**src/rtl/req_priority_encoder.sv**
```systemverilog
// Registered 8-input priority encoder: synchronised active-low request lines are edge-latched
// into pending events and offered one at a time, highest index first, over valid/ready.
module req_priority_encoder #(
    parameter int SYNC_STAGES = 2,
    parameter int N_REQ       = 8
) (
    input  logic       clk,
    input  logic       rst_n,
    input  logic       ei_n,
    input  logic [7:0] req_n,
    output logic [2:0] code,
    output logic       valid,
    input  logic       ready,
    output logic       gs_n,
    output logic       eo_n,
    output logic [7:0] pending,
    output logic       overrun,
    input  logic       clr_ovr
);

    typedef enum logic {
        IDLE  = 1'b0,
        OFFER = 1'b1
    } state_t;

    // Highest set index of a request vector; 0 when empty.
    function automatic logic [2:0] prio_idx(input logic [7:0] v);
        logic [2:0] idx;
        idx = 3'd0;
        for (int i = 0; i < 8; i++) begin
            if (v[i]) begin
                idx = i[2:0];
            end else begin
                idx = idx;
            end
        end
        return idx;
    endfunction

    logic [SYNC_STAGES-1:0][7:0] sync_q;
    logic [7:0] hist_q;
    logic [7:0] pending_q, pending_d;
    logic       overrun_q, overrun_d;
    logic [2:0] code_q, code_d;
    logic       valid_q, valid_d;
    logic       gs_n_q, gs_n_d;
    logic       eo_n_q, eo_n_d;
    state_t     state_q, state_d;

    logic [7:0] event_s;
    logic [7:0] set_s;
    logic [7:0] clr_s;
    logic       accept_s;

    // Synchroniser chain plus history flop for falling-edge detection.
    always_ff @(posedge clk or negedge rst_n) begin
        if (!rst_n) begin
            sync_q <= {SYNC_STAGES{8'hFF}};
            hist_q <= 8'hFF;
        end else begin
            sync_q[0] <= req_n;
            for (int k = 1; k < SYNC_STAGES; k++) begin
                sync_q[k] <= sync_q[k-1];
            end
            hist_q <= sync_q[SYNC_STAGES-1];
        end
    end

    // Event latching, acceptance clear and sticky overrun; a set beats a same-edge clear.
    always_comb begin
        event_s   = hist_q & ~sync_q[SYNC_STAGES-1];
        accept_s  = valid_q & ready;
        set_s     = ei_n ? 8'h00 : event_s;
        clr_s     = accept_s ? (8'h01 << code_q) : 8'h00;
        pending_d = (pending_q & ~clr_s) | set_s;
        overrun_d = (|(set_s & pending_q & ~clr_s)) | (overrun_q & ~clr_ovr);
        if (ei_n) begin
            gs_n_d = 1'b1;
            eo_n_d = 1'b1;
        end else begin
            gs_n_d = (pending_d == 8'h00);
            eo_n_d = (pending_d != 8'h00);
        end
    end

    // FSM state register.
    always_ff @(posedge clk or negedge rst_n) begin
        if (!rst_n) begin
            state_q <= IDLE;
        end else begin
            state_q <= state_d;
        end
    end

    // FSM next state: no preemption once an offer is up.
    always_comb begin
        state_d = state_q;
        case (state_q)
            IDLE: begin
                if (!ei_n && (pending_q != 8'h00)) begin
                    state_d = OFFER;
                end else begin
                    state_d = IDLE;
                end
            end
            OFFER: begin
                if (accept_s) begin
                    state_d = IDLE;
                end else begin
                    state_d = OFFER;
                end
            end
            default: state_d = IDLE;
        endcase
    end

    // FSM outputs: code captured only on the grant edge, held otherwise.
    always_comb begin
        valid_d = (state_d == OFFER);
        if ((state_q == IDLE) && (state_d == OFFER)) begin
            code_d = prio_idx(pending_q);
        end else begin
            code_d = code_q;
        end
    end

    // Output and pending registers.
    always_ff @(posedge clk or negedge rst_n) begin
        if (!rst_n) begin
            pending_q <= 8'h00;
            overrun_q <= 1'b0;
            code_q    <= 3'd0;
            valid_q   <= 1'b0;
            gs_n_q    <= 1'b1;
            eo_n_q    <= 1'b1;
        end else begin
            pending_q <= pending_d;
            overrun_q <= overrun_d;
            code_q    <= code_d;
            valid_q   <= valid_d;
            gs_n_q    <= gs_n_d;
            eo_n_q    <= eo_n_d;
        end
    end

    assign code    = code_q;
    assign valid   = valid_q;
    assign gs_n    = gs_n_q;
    assign eo_n    = eo_n_q;
    assign pending = pending_q;
    assign overrun = overrun_q;

endmodule

```
**config.mk**
```make
export PLATFORM = sky130hd
export DESIGN_NAME = req_priority_encoder
export DESIGN_NICKNAME = d
export VERILOG_FILES = /design/src/rtl/req_priority_encoder.sv
export SDC_FILE = /design/constraint.sdc
export NUM_CORES = 1
export LEC_CHECK = 0
export ABC_CLOCK_PERIOD_IN_PS = 1600
export BUFFER_PORTS_ARGS = -buffer_cell sky130_fd_sc_hd__buf_2
export CAP_MARGIN = 10
export CELL_PAD_IN_SITES_DETAIL_PLACEMENT = 0
export CELL_PAD_IN_SITES_GLOBAL_PLACEMENT = 1
export CORE_MARGIN = 2
export CORE_UTILIZATION = 39
export CTS_CLUSTER_SIZE = 28
export DETAILED_ROUTE_END_ITERATION = 10
export PLACE_DENSITY_LB_ADDON = 0.08
export REMOVE_ABC_BUFFERS = 1
export SLEW_MARGIN = 20
export SYNTH_ARGS = -nofsm -noshare
export SYNTH_HDL_FRONTEND = slang
export SYNTH_SLANG_ARGS = --single-unit
```
**constraint.sdc**
```tcl
create_clock -name clk -period 1.6 [get_ports clk]
set_input_delay 0.24 -clock clk [delete_from_list [all_inputs] [get_ports clk]]
set_output_delay 0.24 -clock clk [all_outputs]
set_load 0.005 [all_outputs]
```
==> impl_metrics.ini <==
[outcome]
outcome = complete, but fails checks
violations = setup timing

[global_route]
grt_max_degree = 23
grt_overflow = 0
grt.total_usage = 0.174
grt_pass1_wl_um = 5580
grt_pass1_vias = 1096
antenna_found_initial = 0

[drt]
drt_wl_total_um = 3610
drtIter0Drc = 43
wl_per_cell_um = 15.4
firstDrtPassIters = 4
via_count = 1207
vias_per_cell = 5.16
antenna_left = 0
drc = 0

[synthesis]
synth.most_common_cell = dfstp_2
synth_top_area_frac = 0.435
seq_area_frac_synth = 0.642
synth_warnings = 0
syn_area_mm2 = 0.00157
async_reset_ff_frac = 1.00
synthFlopType = dfstp_2
syn_inst = 130
yosys.area.top_type = dfstp_2
synth_commonest_cells = 26 x dfstp_2, 15 x nand2_1, 13 x dfrtp_1, 9 x inv_1, 7 x nor2_1
yosysUniqueCellTypes = 38
synth-edff-count = 0
syn_avg_cell_area_um2 = 12.1
ys_seq_elements = 39
synth_area_leaders = dfstp_2 43%, dfrtp_1 21%, nand2_1 3.6%

[floorplan]
die_h_um = 67.5
die_w_um = 67.5
fp.dieArea_mm2 = 0.00455
core-area_mm2 = 0.00394
io_pins = 28
initial_utilization = 0.399
rows = 23

[clock_tree]
cts_buffer_depth = 2
h-tree-depth = 2
clk_latency_ns = 0.29
cts_tree = built
numCtsBuffers = 5
clk_pin_slew_ns = 0.08
cts.sinks = 39
cts_root_buf = clkbuf_8

[power_and_ir_drop]
total_power_mw = 2.55
irDropWorstVdd_mv = 0.635
p_leak_nw = 0.905
p_per_area_mw_per_mm2 = 1210

[final_layout]
drive_above_1_share = 0.543
nFillCells = 374
fin_util = 0.535
finalInstanceArea_mm2 = 0.00211
n_antenna_cell = 0
stdcell_count = 234
syn_to_final_growth_pct = 34.2
nNetsFinal = 196

[setup_path]
r2r_slack_ns = -0.08
endpoint_kind = flop
worstPathArrival_ns = 1.89
crit_type = flop to flop
cp_num_buf_inv = 0
cp_max_fo = 2
critPathMaxStageDelay_ns = 0.55
path_cells = nor3b_2, a2111oi_4, nand3_2, or4_1
critical_path.top_delay_family = simple AND/OR/NAND/NOR gates
cp_slowest_cell = dfstp_2
required_ns = 1.81
startpoint_type = flop

[sta]
setup_viol_count_final = 3
tightest_slew_ns = 0.489
tns_ns = -0.119
rsz0062_at_grt = true
finalMaxSlewViolations = 0
finalHoldViolCount = 0
period_share = 1.05
slew_headroom = 0.673
period_needed_ns = 1.68
fmax_mhz = 595
fin_ws_ns = -0.0794
fin_skew_ns = 0.00396

[placed_design]
dpl-instance-area_mm2 = 0.00190
portBuffers = 27
gp_congestion = 0.843
hpwl_um = 2540
dp_cells = 223

[flow_run]
cap_violations = 0

[min_path]
hold_path_class = input pin to flop
[sequential cells by signal, indices dropped and copies added (netlist names)]
register and cells:
sync_q 16, hist_q 8, pending 8, code 3, eo_n 1, gs_n 1
overrun 1, valid 1
[metal layers]
| metal | wire length, µm | part of all wire | global-route usage |
|---|---|---|---|
| met1 | 1550 | 0.43 | 0.217 |
| met2 | 1770 | 0.49 | 0.276 |
| met3 | 181 | 0.050 | 0.0500 |
| met4 | 106 | 0.029 | 0.0867 |
| met5 | 0 | 0 | 0 |
[cells in the final DEF (no fill, tap or decap), drive strengths merged, types with 2 or more instances in the layout]
cell type,count
o2111ai,2
nand2b,3
nand3,5
buf,48
dfrtp,13
o21ai,6
nor2,7
or2,2
o21bai,2
nand2,15
clkbuf,7
a21o,2
a21oi,6
dfstp,26
inv,9
nor3b,6
o211ai,2
a211oi,2
or4,2
nor4,2
[worst paths after layout]
kind / startpoint / end / cells after the start
worst max register to register: sync_q[15]$_DFF_PN1_ / eo_n$_DFF_PN1_ / 4
worst min-delay path: req_n[0] / sync_q[0]$_DFF_PN1_ / 1
worst max-delay path: sync_q[15]$_DFF_PN1_ / eo_n$_DFF_PN1_ / 4
worst min register to register: sync_q[5]$_DFF_PN1_ / sync_q[13]$_DFF_PN1_ / 0
max in group asynchronous: rst_n / sync_q[13]$_DFF_PN1_ / 3
min in group asynchronous: rst_n / code[2]$_DFFE_PN0P_ / 2
[final cells by class]
type	count	area, µm²	share of cell area
Sequential cell	39	1010	0.479
Tap cell	50	62.6	0.0297
Clock inverter	1	5.00	0.00237
Timing Repair Buffer	49	315	0.150
Clock buffer	7	108	0.0510
Inverter	9	33.8	0.0160
Multi-Input combinational cell	79	574	0.272
[logic make-up (layout without fill, tap and decap cells)]
group	count (synthesis)	count (layout)	synth area share
flip-flops	39	39	0.642
AND/OR/NAND/NOR	46	46	0.159
buffers and inverters	12	66	0.0398
AO/OA/AOI/OAI	33	33	0.159
[per-stage QoR]
stage,worst slack [ns],hold WS (ns)
floorplan,-0.0465,-0.0556
global placement,-0.132,0.212
detailed placement,-0.161,0.217
CTS,-0.115,0.0339
global route,-0.141,0.0247
finish,-0.0794,0.0420
[worst register-to-register path, delay by kind of cell, from the launching register on]
kind               cells  cell delay (ns)
and+or+nand+nor        3             0.70
DFF                    1             0.55
AOI/OAI and AO/OA      1             0.36
[power breakdown]
group          switching (mW)  internal [mW]
clock network           0.340          0.442
logic                   0.273          0.293
registers               0.100           1.10
total                   0.714           1.84
[timing repair]
action	4_1_cts	5_1_grt
pin swaps	2	0
setup buffers	1	1
hold buffers	1	0
endpoints found under the hold margin	9	0
gates resized for setup	12	5
endpoints found under the setup margin	3	3
No activity file was read; power rests on OpenSTA's default activity.
